### src/rtl/down_count_monitor_pkg.sv
// down_count_monitor_pkg: shared state encoding, default parameters and helpers
package down_count_monitor_pkg;

   typedef enum logic [1:0] {
      IDLE    = 2'd0,
      ACQUIRE = 2'd1,
      TRACK   = 2'd2,
      LOCKOUT = 2'd3
   } state_t;

   localparam int DEF_W             = 4;
   localparam int DEF_STABLE_CYCLES = 3;
   localparam int DEF_ERR_LIMIT     = 4;

   function automatic logic [7:0] sat_inc8(input logic [7:0] v);
      return (v == 8'hFF) ? v : v + 8'd1;
   endfunction

endpackage

### src/rtl/down_count_monitor_count_settle_filter.sv
// count_settle_filter: synchronises the raw count and accepts each value once it has settled
module count_settle_filter
   import down_count_monitor_pkg::*;
#(
   parameter int W             = DEF_W,
   parameter int STABLE_CYCLES = DEF_STABLE_CYCLES
) (
   input  logic         clk,
   input  logic         rst,
   input  logic [W-1:0] cnt_in,
   output logic         accept_pulse,
   output logic [W-1:0] accept_val
);

   localparam logic [3:0] SC = 4'(STABLE_CYCLES);

   logic [W-1:0] s1;
   logic [W-1:0] s2;
   logic [W-1:0] cand;
   logic [3:0]   stab;
   logic [3:0]   stab_n;
   logic         changed;

   // a new synchronised value restarts the run, an unchanged one extends it up to SC
   always_comb begin
      changed = s2 != cand;
      stab_n  = changed ? 4'd1 : ((stab < SC) ? stab + 4'd1 : stab);
   end

   // two-flop synchroniser, candidate register, stability counter and one-shot accept
   always_ff @(posedge clk) begin
      if (rst) begin
         s1           <= '0;
         s2           <= '0;
         cand         <= '0;
         stab         <= '0;
         accept_pulse <= 1'b0;
      end else begin
         s1           <= cnt_in;
         s2           <= s1;
         cand         <= s2;
         stab         <= stab_n;
         accept_pulse <= (stab_n == SC) && (changed || stab != SC);
      end
   end

   assign accept_val = cand;

endmodule

### src/rtl/down_count_monitor.sv
// down_count_monitor: checks that settled counter values step down by one and flags faults
module down_count_monitor
   import down_count_monitor_pkg::*;
#(
   parameter int W             = DEF_W,
   parameter int STABLE_CYCLES = DEF_STABLE_CYCLES,
   parameter int ERR_LIMIT     = DEF_ERR_LIMIT
) (
   input  logic         clk,
   input  logic         rst,
   input  logic [W-1:0] cnt_in,
   input  logic         chk_en,
   output logic [W-1:0] cur_val,
   output logic         val_valid,
   output logic         wrap_pulse,
   output logic         step_err,
   output logic         fault,
   output logic [7:0]   wrap_cnt,
   output logic [7:0]   err_cnt
);

   state_t       state;
   state_t       state_n;
   logic         accept_pulse;
   logic [W-1:0] accept_val;
   logic [W-1:0] cur_n;
   logic         vv_n;
   logic         wp_n;
   logic         se_n;
   logic [7:0]   wc_n;
   logic [7:0]   ec_n;
   logic [3:0]   cerr;
   logic [3:0]   ce_n;

   count_settle_filter #(
      .W            (W),
      .STABLE_CYCLES(STABLE_CYCLES)
   ) u_filter (
      .clk         (clk),
      .rst         (rst),
      .cnt_in      (cnt_in),
      .accept_pulse(accept_pulse),
      .accept_val  (accept_val)
   );

   // next state and next outputs; a falling chk_en overrides any accept in the same cycle
   always_comb begin
      state_n = state;
      cur_n   = cur_val;
      vv_n    = val_valid;
      wp_n    = 1'b0;
      se_n    = 1'b0;
      wc_n    = wrap_cnt;
      ec_n    = err_cnt;
      ce_n    = cerr;
      if (!chk_en) begin
         state_n = IDLE;
         vv_n    = 1'b0;
         ce_n    = '0;
      end else begin
         unique case (state)
            IDLE: state_n = ACQUIRE;
            ACQUIRE: begin
               if (accept_pulse) begin
                  cur_n   = accept_val;
                  vv_n    = 1'b1;
                  state_n = TRACK;
               end
            end
            TRACK: begin
               if (accept_pulse) begin
                  cur_n = accept_val;
                  if (accept_val == cur_val - W'(1)) begin
                     ce_n = '0;
                     wp_n = cur_val == '0;
                     wc_n = (cur_val == '0) ? sat_inc8(wrap_cnt) : wrap_cnt;
                  end else begin
                     se_n    = 1'b1;
                     ec_n    = sat_inc8(err_cnt);
                     ce_n    = cerr + 4'd1;
                     state_n = (ce_n == 4'(ERR_LIMIT)) ? LOCKOUT : TRACK;
                  end
               end
            end
            LOCKOUT: state_n = LOCKOUT;
         endcase
      end
   end

   // state and registered outputs
   always_ff @(posedge clk) begin
      if (rst) begin
         state      <= IDLE;
         cur_val    <= '0;
         val_valid  <= 1'b0;
         wrap_pulse <= 1'b0;
         step_err   <= 1'b0;
         wrap_cnt   <= '0;
         err_cnt    <= '0;
         cerr       <= '0;
      end else begin
         state      <= state_n;
         cur_val    <= cur_n;
         val_valid  <= vv_n;
         wrap_pulse <= wp_n;
         step_err   <= se_n;
         wrap_cnt   <= wc_n;
         err_cnt    <= ec_n;
         cerr       <= ce_n;
      end
   end

   assign fault = state == LOCKOUT;

endmodule

### config.mk
export PLATFORM = sky130hd
export DESIGN_NAME = down_count_monitor
export DESIGN_NICKNAME = d
export VERILOG_FILES = /design/src/rtl/down_count_monitor_pkg.sv /design/src/rtl/down_count_monitor_count_settle_filter.sv /design/src/rtl/down_count_monitor.sv
export SDC_FILE = /design/constraint.sdc
export NUM_CORES = 1
export LEC_CHECK = 0
export ABC_AREA = 1
export BUFFER_PORTS_ARGS = -buffer_cell sky130_fd_sc_hd__buf_2
export CELL_PAD_IN_SITES_DETAIL_PLACEMENT = 0
export CELL_PAD_IN_SITES_GLOBAL_PLACEMENT = 1
export CORE_MARGIN = 2
export CORE_UTILIZATION = 24
export DETAILED_ROUTE_END_ITERATION = 6
export PLACE_DENSITY = 0.55
export REMOVE_ABC_BUFFERS = 1
export SLEW_MARGIN = 15
export SYNTH_ARGS = -nofsm -noshare
export SYNTH_HDL_FRONTEND = slang
export SYNTH_SLANG_ARGS = --single-unit
### constraint.sdc
create_clock -name clk -period 2.1 [get_ports clk]
set_clock_uncertainty 0.05 [all_clocks]
set_input_delay 0.42 -clock clk [delete_from_list [all_inputs] [get_ports clk]]
set_output_delay 0.42 -clock clk [all_outputs]
set_load 0.005 [all_outputs]
; ---- Word-level counts from Yosys, hierarchy flattened
; Index checks and enable logic that the tools add are counted.
[totals]
ff_bits = 46
elab_cells = 61
[classes]
muxes = 9
n_bitwise = 6
n_eq_ne = 13
reduce_logical = 14
order_cmp = 1
n_addsub = 5
[ops]
columns = operator, count
row1 = "adder 8 x 1 -> 8 bit, second input constant", 2
row2 = "equality test 8 bit, second input constant", 2
row3 = two-way mux 4 bit, 3
row4 = "adder 4 x 1 -> 4 bit, second input constant", 2
row5 = one-hot mux 2 bit (4 select lines), 1
row6 = two-way mux 2 bit, 3
row7 = NOT 1 bit, 6
row8 = AND reduction 3 bit, 2
row9 = AND reduction 6 bit, 1
row10 = AND reduction 5 bit, 1
row11 = OR reduction 5 bit, 1
row12 = "equality test 2 bit, second input constant", 2
row13 = "equality test 4 x 2 -> 1 bit, second input constant", 1
row14 = "equality test 4 x 3 -> 1 bit, second input constant", 1
row15 = equality test 4 bit, 1
row16 = zero test 4 bit, 1
row17 = "< comparator 4 x 2 -> 1 bit, second input constant", 1
row18 = "inequality test 2 x 1 -> 1 bit, second input constant", 2
row19 = "inequality test 4 x 2 -> 1 bit, second input constant", 1
row20 = inequality test 4 bit, 1
row21 = AND reduction 2 bit, 2
row22 = OR reduction 2 bit, 2
row23 = OR reduction 4 bit, 1
row24 = "subtractor 4 x 1 -> 4 bit, second input constant", 1
row25 = other kinds (6), 7

; ---- Logic depth before layout (Yosys ltp)
[depth]
depth_word = 6
ltp_mapped = 13

; ---- Cells and area by module
; Synthesis repeated with hierarchy kept, for this count alone.
[hier_totals]
cells_unflattened = 311
hier_area_um2 = 2307.2
[by_module_without_submodules]
columns = module, seq_area_each_um2, instances, area_per_inst_um2, cells_per_inst
row1 = down_count_monitor, 580.6, 1, 1662.8, 225
row2 = count_settle_filter, 340.3, 1, 644.4, 86

; ---- Least setup slack after synthesis
; Ideal clock, no wire load.
[synth_path]
path_type = reg-to-reg
from = register cur_val[0]
to = register err_cnt[1]
path_buffers = 1
required_ps = 1918
arrival_ps = 1455
path_slack_ps = 463
setup_ps = 132
path_stages_with_launch = 10
synth_period_minus_slack_ps = 1637
cell_sequence = dfxtp_1 inv_2 ha_1 nand2_1 nand4_1 nor2_4 nand2_4 buf_4 nand3_1 a21oi_1
[synth_between]
elab_chain_len = 4
[synth_lines]
columns = element, line_no
row1 = start: declaration, down_count_monitor.sv:13  ; output logic [W-1:0] cur_val,
row2 = start signal: assignment, down_count_monitor.sv:103  ; cur_val <= cur_n;
row3 = subtractor 4 x 1 -> 4 bit, down_count_monitor.sv:73  ; if (accept_val == cur_val - W'(1)) begin
row4 = equality test 4 bit, down_count_monitor.sv:73
row5 = NOT 1 bit (no line), n/a
row6 = AND reduction 5 bit (no line), n/a
row7 = end signal: assignment, down_count_monitor.sv:108  ; err_cnt <= ec_n;
row8 = end: declaration, down_count_monitor.sv:19  ; output logic [7:0] err_cnt
; Every way passes these cells.
; A chain may end at the register's enable or synchronous reset.

; ---- Final worst setup path
[layout_path]
from = register cur_val[0]
to = register wrap_cnt[2]
[layout_between]
elab_chain_len = 3
[layout_lines]
columns = element, line_no
row1 = subtractor 4 x 1 -> 4 bit, down_count_monitor.sv:73
row2 = equality test 4 bit, down_count_monitor.sv:73
row3 = AND reduction 6 bit (no line) *, n/a
row4 = end signal: assignment, down_count_monitor.sv:107  ; wrap_cnt <= wc_n;
row5 = end: declaration, down_count_monitor.sv:18  ; output logic [7:0] wrap_cnt,
; Mark *: on every way between the ends. The rest lies on a longest branch, timed or not.

==> metrics.txt <==
outcome complete, no violations; post-CTS setup buffer count 0; EDFF count, synth 0; share of cells above drive strength 1 20.1%; worst endpoint required time 2.25 ns; fill count 988; sequential element share of the synthesized area 41.2%; Tmin final 1.82 ns; core box area 0.00915 mm2; TritonCTS clock tree done; crit-path most repeated cell nand2_1; CTS buffer count 5; number of hold buffers added after CTS 0; Vias 1,873; Hold Vio Cnt, Final 0; largest net degree at the start of global routing 20; Root Buffer clkbuf_8; CP endpoint kind flip-flop; DR iter-0 viols 61; delay-heaviest family, CP simple AND/OR/NAND/NOR gates; period utilization 86.9%; Gate Count Post-Synth 295; DIE HEIGHT 100 um; Max clock buf depth 2; DRC Markers 0; synthesis-to-layout area growth 18.3%; MaxCap Viol Count 0; asr flop ratio synth 0%; first-pass GRT wire length 8.47 mm; synth unique cells 26; Final Slew Violations 0; arrival time at the worst endpoint 1.97 ns; Buf/Inv on CP 1; GRT Total Usage 10.3%; pwr dens 632 mW/mm2; maximum clock frequency 548 MHz; Mean Syn Cell Area 7.58 um2; gpl congestion 0.734; LEAKAGE 1.21 nW; WHS 0.265 ns; nets 348; remaining antenna violation count 0; drt via density 4.22; CTS sink count 46; crit path max fanout 8; PortBufs 30; Syn Std Cell Area 0.00223 mm2; slowest cell on the critical path dfxtp_1; worst min path class input port to flip-flop; I/O pins 31; FP Rows 35; worst-skew pair later-pin latency 0.30 ns; crit-path cells inv_2 > ha_1 > nand2_1 > nand4_1 > nor2_4 > nand4_2 > nand2_1 > a21oi_1; CP max stage delay 0.38 ns; final WL 4.79 mm; H-tree depth 2; Antenna Cells 0; Post-synth top flop dfxtp_1; most frequent cells in the layout 60 x nand2_1, 46 x dfxtp_1, 37 x inv_1; Initial DRT Pass Iterations 4; multi-input logic area 0.00112 mm2; worst vdd ir 239 uV; Starting Density 24.4%; sequential cell area 921 um2; die width 100 um; Detail Placement HPWL 3.57 mm; Rel. slew slack 78.1%; die area 0.0101 mm2; startpoint types flip-flop; Worst Tran Pin Value 0.329 ns; RSZ-0062 raised after global routing no; TNS Setup 0 ns; initial antenna violation count 0; Synth Warn # 0; Yosys reg bits 46; vias in the first global route 1,881; # resized after CTS 0; final setup vio count 0; leading cell type in the layout, fill and taps excluded nand2_1; kind of critical path flip-flop to flip-flop; GR Overflow Total 0; clock slew at reported path FFs 0.09 ns; post-DR wirelength/cell 10.8 um
sequential cells by signal, summed over array words and instances, names as in the netlist:
register and cells:
state 2, u_filter.accept_val 4, u_filter.stab 4, u_filter.s1 4, cerr 4, val_valid 1
u_filter.accept_pulse 1, wrap_pulse 1, step_err 1, wrap_cnt 8, cur_val 4, u_filter.s2 4
err_cnt 8
Yosys cell counts (3+ instances only):
cell type  number  area [um2]
nor3_1          3        15.0
nand3_1        20         100
o21ai_0         6        30.0
a21oi_1        26         130
dfxtp_1        46         921
inv_2           9        33.8
nand2_4         4        45.0
clkbuf_1        3        11.3
nand2_1        60         225
ha_1            9         113
nor2_4          3        33.8
xor2_1         15         131
nand4_1        10        62.6
inv_1          37         139
nor2_1         29         109
routing by layer:
| metal | vias to the layer above | track usage, % | wire (um) |
|---|---|---|---|
| li1 | 1005 | - | - |
| met1 | 835 | 13.6 | 2430 |
| met2 | 28 | 16.7 | 2120 |
| met3 | 5 | 2.57 | 182 |
| met4 | 0 | 2.95 | 49 |
| met5 | - | 0 | 0 |
final cells by class:
class	count	area share, %
Tap cell	111	5.25
Multi-Input combinational cell	199	42.5
Sequential cell	46	34.8
Clock buffer	5	2.60
Timing Repair Buffer	34	6.81
Inverter	46	6.53
Clock inverter	3	1.51
stage by stage:
step / util (%) / total power [mW] / std cells / worst slack (ns) / area, um2
finish: 28.9 / 1.67 / 444 / 0.276 / 2640
global route: 28.9 / 1.75 / 444 / 0.0707 / 2640
CTS: 28.9 / 1.70 / 444 / 0.246 / 2640
detailed placement: 27.7 / 1.03 / 436 / 0.262 / 2530
global placement: 27.7 / 1.03 / 436 / 0.276 / 2530
floorplan: - / 0.991 / 291 / 0.521 / 2220
power by group:
part	switching (mW)	internal (mW)
Combinational	0.0669	0.0378
Sequential	0.0138	0.890
Clock	0.313	0.351
cell families (layout without fill, tap and decap cells):
kind of cell	count (synthesis)	after routing	synth area share, %
flip-flops	46	46	41.2
AO/OA/AOI/OAI	34	34	8.45
adder cells (fa/ha/maj)	9	9	5.04
AND/OR/NAND/NOR	139	139	30.1
XOR/XNOR	17	17	6.66
buffers and inverters	50	88	8.57
worst register-to-register path: cells and delay by family, from the launching register on:
family / cells / cell delay [ns]
simple gates: 5 / 0.86
fa+ha+maj: 1 / 0.31
buf+inv: 1 / 0.07
flops: 1 / 0.38
compound gates: 1 / 0.07
worst paths after layout:
check	cells after the start	start	slack, ns	to
worst max-delay path	8	cur_val[0]$_SDFFE_PP0P_	0.28	wrap_cnt[2]$_SDFFE_PP0P_
worst min-delay path	3	cnt_in[3]	0.27	u_filter.s1[3]$_SDFF_PP0_
worst max register to register	8	cur_val[0]$_SDFFE_PP0P_	0.28	wrap_cnt[2]$_SDFFE_PP0P_
worst min register to register	2	u_filter.s1[1]$_SDFF_PP0_	0.35	u_filter.s2[1]$_SDFF_PP0_
(Power assumes the default switching activity.)
